--- src/rtl/mem_port_arbiter.sv ---
// Round-robin arbiter sharing one DRAM request port between instruction and data ports.
// Optional watchdog on downstream transactions is enabled by defining MEM_ARB_TIMEOUT_EN.
module mem_port_arbiter #(
    parameter int unsigned RELEASE_CYCLES = 4,
    parameter int unsigned TIMEOUT_CYCLES = 4096
) (
    input  logic        reset,
    input  logic        clock,
    input  logic [71:0] imem_in,
    output logic [33:0] imem_out,
    input  logic [71:0] dmem_in,
    output logic [33:0] dmem_out,
    output logic [71:0] dram_in,
    input  logic [33:0] dram_out
);

    // Request layout: {valid, instr, mode[1:0], addr[31:0], wdata[31:0], wstrb[3:0]}
    // Response layout: {rdata[31:0], ready, error}
    localparam int unsigned ValidBit = 71;
    localparam int unsigned ReadyBit = 1;

    if (RELEASE_CYCLES < 1 || RELEASE_CYCLES > 15) begin : g_bad_release
        $error("RELEASE_CYCLES must be in 1..15");
    end
    if (TIMEOUT_CYCLES < 16) begin : g_bad_timeout
        $error("TIMEOUT_CYCLES must be at least 16");
    end

    typedef enum logic [1:0] {StIdle, StBusyI, StBusyD, StRelease} state_e;

    state_e      state_q, state_d;
    logic [71:0] req_q, req_d;
    logic        last_d_q, last_d_d;   // 1 when the data port held the last grant
    logic [3:0]  rel_cnt_q, rel_cnt_d;
    logic [33:0] resp;
    logic        done;

`ifdef MEM_ARB_TIMEOUT_EN
    localparam int unsigned WdW = ($clog2(TIMEOUT_CYCLES) > 12) ? $clog2(TIMEOUT_CYCLES) : 12;
    logic [WdW-1:0] wdog_q, wdog_d;
    logic           expired;
    assign expired = (wdog_q == WdW'(TIMEOUT_CYCLES - 1));
`endif

    assign dram_in = req_q;

    always_comb begin
        state_d   = state_q;
        req_d     = req_q;
        last_d_d  = last_d_q;
        rel_cnt_d = rel_cnt_q;
        resp      = '0;
        done      = 1'b0;
        imem_out  = '0;
        dmem_out  = '0;
`ifdef MEM_ARB_TIMEOUT_EN
        wdog_d    = wdog_q;
`endif
        case (state_q)
            StIdle: begin
                if (dmem_in[ValidBit] && (!imem_in[ValidBit] || !last_d_q)) begin
                    req_d    = dmem_in;
                    last_d_d = 1'b1;
                    state_d  = StBusyD;
                end else if (imem_in[ValidBit]) begin
                    req_d    = imem_in;
                    last_d_d = 1'b0;
                    state_d  = StBusyI;
                end
`ifdef MEM_ARB_TIMEOUT_EN
                wdog_d = '0;
`endif
            end
            StBusyI, StBusyD: begin
                if (dram_out[ReadyBit]) begin
                    resp = dram_out;
                    done = 1'b1;
                end
`ifdef MEM_ARB_TIMEOUT_EN
                else if (expired) begin
                    resp = {32'h0, 1'b1, 1'b1};
                    done = 1'b1;
                end else begin
                    wdog_d = wdog_q + 1'b1;
                end
`endif
                // The IDLE cycle that follows RELEASE is the last low cycle of the gap.
                if (done) begin
                    req_d = '0;
                    if (RELEASE_CYCLES > 1) begin
                        state_d   = StRelease;
                        rel_cnt_d = 4'(RELEASE_CYCLES - 1);
                    end else begin
                        state_d = StIdle;
                    end
                end
                if (state_q == StBusyI) begin
                    imem_out = resp;
                end else begin
                    dmem_out = resp;
                end
            end
            StRelease: begin
                rel_cnt_d = rel_cnt_q - 1'b1;
                if (rel_cnt_q <= 4'd1) begin
                    state_d = StIdle;
                end
            end
            default: state_d = StIdle;
        endcase
    end

    always_ff @(posedge clock or posedge reset) begin
        if (reset) begin
            state_q   <= StIdle;
            req_q     <= '0;
            last_d_q  <= 1'b0;
            rel_cnt_q <= '0;
        end else begin
            state_q   <= state_d;
            req_q     <= req_d;
            last_d_q  <= last_d_d;
            rel_cnt_q <= rel_cnt_d;
        end
    end

`ifdef MEM_ARB_TIMEOUT_EN
    always_ff @(posedge clock or posedge reset) begin
        if (reset) begin
            wdog_q <= '0;
        end else begin
            wdog_q <= wdog_d;
        end
    end
`endif

endmodule
--- config.mk ---
export PLATFORM = sky130hd
export DESIGN_NAME = mem_port_arbiter
export DESIGN_NICKNAME = d
export VERILOG_FILES = /design/src/rtl/mem_port_arbiter.sv
export SDC_FILE = /design/constraint.sdc
export NUM_CORES = 1
export LEC_CHECK = 0
export CAP_MARGIN = 15
export CELL_PAD_IN_SITES_DETAIL_PLACEMENT = 1
export CELL_PAD_IN_SITES_GLOBAL_PLACEMENT = 1
export CORE_UTILIZATION = 25
export DETAILED_ROUTE_END_ITERATION = 10
export PLACE_DENSITY_LB_ADDON = 0.1
export SLEW_MARGIN = 30
export SYNTH_ARGS = -nofsm -noshare
export SYNTH_HDL_FRONTEND = slang
export SYNTH_SLANG_ARGS = --single-unit
--- constraint.sdc ---
create_clock -name clock -period 3.05 [get_ports clock]
set_clock_uncertainty 0.05 [all_clocks]
set_input_delay 0.61 -clock clock [delete_from_list [all_inputs] [get_ports clock]]
set_output_delay 0.61 -clock clock [all_outputs]
set_load 0.02 [all_outputs]
======== Yosys cells after proc, flatten, opt, wreduce, memory -nomap -nowiden ========
Index checks and enable logic that the tools add are counted.
W data, S select, Z words.
cells by class
  muxes and demuxes ....................... 20
  reductions and logical operators ........ 13
  equal/unequal tests ..................... 6
  magnitude comparators ................... 1
  add/sub/neg operators ................... 1
operators with widths
  kind                   count
  $mux W72               3
  $mux W34               5
  $pmux W72 S2           1
  $mux W2                4
  $pmux W4 S2            1
  $pmux W2 S3            1
  $reduce_and A3 Y1      2
  $reduce_bool A2 Y1     3
  $eq A2 B2 Y1 const B   2
  $le A4 B1 Y1 const B   1
  $mux W1                4
  $mux W4                1
  $ne A2 B2 Y1 const B   2
  $reduce_and A2 Y1      2
  $sub A4 B1 Y4 const B  1
  $ne A3 B3 Y1 const B   1
  $eq A2 B1 Y1 const B   1
  $logic_not A1 Y1       2
  $logic_not A2 Y1       1
  $reduce_or A2 Y1       1
  $logic_and A1 B1 Y1    1
  $logic_or A1 B1 Y1     1
storage, ports and cells
  register bits ........................... 79
  output and inout bits ................... 140
  input bits .............................. 180

======== Longest topological paths before layout ========
  depth in word-level cells ............... 5
  depth in mapped cells ................... 8

======== Worst setup path after synthesis ========
Ideal clock, no wire load.
  path type ............................... register -> output
  start ................................... register state_q[0]
  end ..................................... output dmem_out[24]
  cell stages (with the launch flop) ...... 8
  required time ........................... 2.390 ns
  path slack .............................. 0.671 ns
  arrival time ............................ 1.719 ns
  buffers on the path ..................... 2
  cells stage by stage .................... dfrtp_1 -> inv_1 -> ha_1 -> buf_6 -> nand2_1 -> nor2_1 -> clkbuf_1 -> and2_1
between the ends
  longest elaborated chain between the ends .. 3
  elaborated cells on any way between the ends .. 5
  those cells by class .................... eq/ne: 2; mux: 2; reduce/logical: 1
ends and longest elaborated chain
  element                                       RTL line  text
  start: declaration                            31        state_e state_q, state_d;
  start signal: assignment                      115       state_q <= StIdle;
  start signal: assignment                      120       state_q <= state_d;
  $eq A2 B1 Y1 or $eq A2 B2 Y1 (tied branches)  59, 97
  $mux W34 or $reduce_or A2 Y1 (tied branches)  97, 59
  $mux W34 (*)                                  59        case (state_q)
  end: declaration                              12        output logic [33:0] dmem_out,
Every way passes the cells marked *; elsewhere a longest branch is shown, timed or not.

======== Worst setup path after layout ========
  start ................................... input dram_out[1]
  end ..................................... output imem_out[26]
between the ends
  longest elaborated chain between the ends .. 3
ends and longest elaborated chain
  element             RTL line  text
  start: declaration  14        input logic [33:0] dram_out
  $mux W34            75        if (dram_out[ReadyBit]) begin
  $mux W34            97        if (state_q == StBusyI) begin
  $mux W34            59
  end: declaration    10        output logic [33:0] imem_out,
No other way between the ends.

==> flow_metrics.env <==
export IMPL_timing_fmax_mhz=340.5
export IMPL_endpoint="imem_out[26]"
export IMPL_rsz0062_at_grt="false"
export IMPL_nNetsFinal=868
export IMPL_syn_to_final_growth_pct=87.97
export IMPL_drv_cap=0
export IMPL_finalWorstPathRequiredPeriod_ns=2.937
export IMPL_dr_first_iter_drc_count=96
export IMPL_drt_total_wl_um=15970
export IMPL_fin_crit_sh=0.9629
export IMPL_drive_above_1_share=0.08734
export IMPL_antenna_found_initial=0
export IMPL_swShare=0.4091
export IMPL_synth_top_cell_area_share=0.4513
export IMPL_outcome="complete, no violations"
export IMPL_grt_busiest_layer="met2"
export IMPL_synth_seq_cells=79
export IMPL_p_per_area_mw_per_mm2=718.3
export IMPL_r2r_end="dram_in[23]$_DFFE_PP0P_"
export IMPL_final_util=0.4794
export IMPL_avgSynthCellArea_um2=12.03
export IMPL_cpPeakStageDelay_ns=0.62
export IMPL_final_setup_tns_ns=0
export IMPL_dr_pass1_iters=4
export IMPL_cp_required_ns=2.39
export IMPL_synth_area_leaders="dfrtp_1, mux2i_1, o2bb2ai_1"
export IMPL_use_met2=0.3178
export IMPL_finalSetupViolCount=0
export IMPL_cts_root_buf="clkbuf_16"
export IMPL_wl_per_cell_um=17.51
export IMPL_drc=0
export IMPL_cp_startpoint="dram_out[1]"
export IMPL_numPortBuffers=319
export IMPL_num_rows=48
export IMPL_cp_max_fo=18
export IMPL_num_antenna_cells=0
export IMPL_vias_per_cell=4.543
export IMPL_start_util=0.2550
export IMPL_crit_buf_inv=3
export IMPL_tightest_slew_ns=0.9066
export IMPL_cp_data_arrival_time_ns=2.28
export IMPL_synth_cell_types=30
export IMPL_synth_fp_nets=550
export IMPL_cts_clk_slew_worst_paths_ns=0.06
export IMPL_cts_inserted_buffers=9
export IMPL_mostFrequentLayoutCells="clkdlybuf4s50_1, dfrtp_1, mux2i_1"
export IMPL_clockPowerShare=0.188
export IMPL_insertion_delay_ns=0.34
export IMPL_dp_hpwl_um=12770
export IMPL_vias=4143
export IMPL_syn_inst=364
export IMPL_cts_hold_buf=0
export IMPL_slowest_stage="clkdlybuf4s50_1"
export IMPL_dieArea_mm2=0.01806
export IMPL_peakVddDrop_v=0.0002849
export IMPL_yosysSeqAreaShare=0.4513
export IMPL_r2r_start="state_q[0]$_DFFE_PP0P_"
export IMPL_p_int_mw=3.495
export IMPL_clock_sinks=79
export IMPL_core_mm2=0.01718
export IMPL_htreeDepth=3
export IMPL_maxSlewViolCount=0
export IMPL_hold_worst_slack_ns=0.4377
export IMPL_p_switching_mw=2.419
export IMPL_grt_pass1_vias=4391
export IMPL_crit_top_cell="clkdlybuf4s50_1"
export IMPL_crit_path_start_kind="input pin"
export IMPL_slew_headroom=0.3927
export IMPL_crit_path_cell_trace="clkdlybuf4s50_1, and3_1, buf_4, and2_1, clkdlybuf4s50_1"
export IMPL_grt_usage=0.1741
export IMPL_grt_use_met1=0.1954
export IMPL_fillers=1840
export IMPL_reg2reg_setup_slack_ns=0.74
export IMPL_final_common_cell="clkdlybuf4s50_1"
export IMPL_yosys_area_top_type="dfrtp_1"
export IMPL_hold_path_class="reg -> reg"
export IMPL_p_leak_nw=3.917
export IMPL_p_comb_frac=0.572
export IMPL_grt_overflow=0
export IMPL_total_power_mw=5.914
export IMPL_synth_warnings=0
export IMPL_grt_max_degree=44
export IMPL_crit_family="buffers and inverters"
export IMPL_grt_pass1_wl_um=24380
export IMPL_crit_type="in -> out"
export IMPL_postCtsResizedCells=0
export IMPL_p_seq_frac=0.240
export IMPL_clk_path_buf_depth=2
export IMPL_ios=320
export IMPL_place_gp_congestion=0.7570
export IMPL_crit_cells=5
export IMPL_finalHoldViolCount=0
export IMPL_rr_worst_depth=6
export IMPL_die_x_um=134.4
export IMPL_cts_tree="built"
export IMPL_synth_area_mm2=0.004380
export IMPL_antenna_left=0
export IMPL_die_height_um=134.4
export IMPL_critPathCaptureType="output port"
export IMPL_postCtsSetupBuffers=0
export IMPL_grtUsageMet3=0.05367
[kinds of logic after synthesis]
group	count (synthesis)	share of synthesized area
AOI/OAI and AO/OA	84	0.1914
adders and majority gates	6	0.01714
buffers and inverters	36	0.05341
DFF	79	0.4513
muxes	75	0.1714
and+or+nand+nor	84	0.1154
[registers in the layout, summed over array words and instances, names as in the netlist]
signal	count
last_d_q	1
state_q	2
dram_in	72
rel_cnt_q	4
[per-stage QoR]
| step | instances | cell area, um2 | setup WS, ns |
|---|---|---|---|
| after CTS | 912 | 8149 | 0.05304 |
| after detailed placement | 896 | 7844 | 0.06717 |
| after floorplan | 364 | 4380 | 0.3666 |
| after global placement | 896 | 7844 | 0.1253 |
| after global routing | 912 | 8234 | 0.0003504 |
| final | 912 | 8234 | 0.1131 |
[layer usage]
metal,share of wire,vias up
met2,0.52,179
met5,0,-
met3,0.084,12
li1,-,1968
met4,0.0097,0
met1,0.38,1984
[worst reg2reg max path, delay by kind of cell (launching register included)]
kind	cells	cell delay, ns
AO/OA/AOI/OAI	2	0.87
buffers and inverters	3	0.63
flip-flops	1	0.37
adder cells (fa/ha/maj)	1	0.33
[synth_stat cells]
cell       number
o2bb2ai_2      20
nor2_1          4
nor3_1          2
buf_2           4
nand3_1         1
o21ai_0         4
a21oi_1         2
o211ai_2        1
o31ai_1         1
inv_1           5
buf_4           4
a32oi_1         1
nand4_1         1
o2bb2ai_1      51
a21bo_2         1
and3_1          2
mux2i_1        75
buf_6           9
clkbuf_4        3
a22o_1          1
dfrtp_1        79
nand3b_1        1
and2_1         67
a21boi_1        1
ha_1            6
nand2b_1        1
nand2_1         4
clkbuf_1       11
a31oi_1         1
or3b_1          1
[area by class of cell]
type	count	area, um2	area share
Multi-Input combinational cell	249	2192	0.2662
Tap cell	225	281.5	0.03419
Inverter	5	20.02	0.002431
Sequential cell	79	1977	0.2401
Clock inverter	7	80.08	0.009725
Clock buffer	9	225.2	0.02735
Timing Repair Buffer	338	3458	0.4200
[power by group through the flow]
stage,Sequential (mW),Clock [mW],Combinational [mW]
final,1.42,1.11,3.38
after global routing,1.44,1.18,3.63
after CTS,1.42,1.15,3.47
after detailed placement,1.43,0,3.48
after global placement,1.42,0,3.39
after floorplan,1.63,0,1.78
[worst min-delay path by stage]
stage | startpoint | endpoint | slack, ns | cells past startpoint
global route | dram_in[65]$_DFFE_PP0P_ | dram_in[65]$_DFFE_PP0P_ | 0.45 | 1
detailed placement | dram_in[49]$_DFFE_PP0P_ | dram_in[49]$_DFFE_PP0P_ | 0.42 | 1
floorplan | last_d_q$_DFFE_PP0P_ | last_d_q$_DFFE_PP0P_ | 0.40 | 1
CTS | dram_in[49]$_DFFE_PP0P_ | dram_in[49]$_DFFE_PP0P_ | 0.44 | 1
finish | dram_in[64]$_DFFE_PP0P_ | dram_in[64]$_DFFE_PP0P_ | 0.44 | 1
global placement | dram_in[48]$_DFFE_PP0P_ | dram_in[48]$_DFFE_PP0P_ | 0.42 | 1
Power figures use the tool's default switching activity.
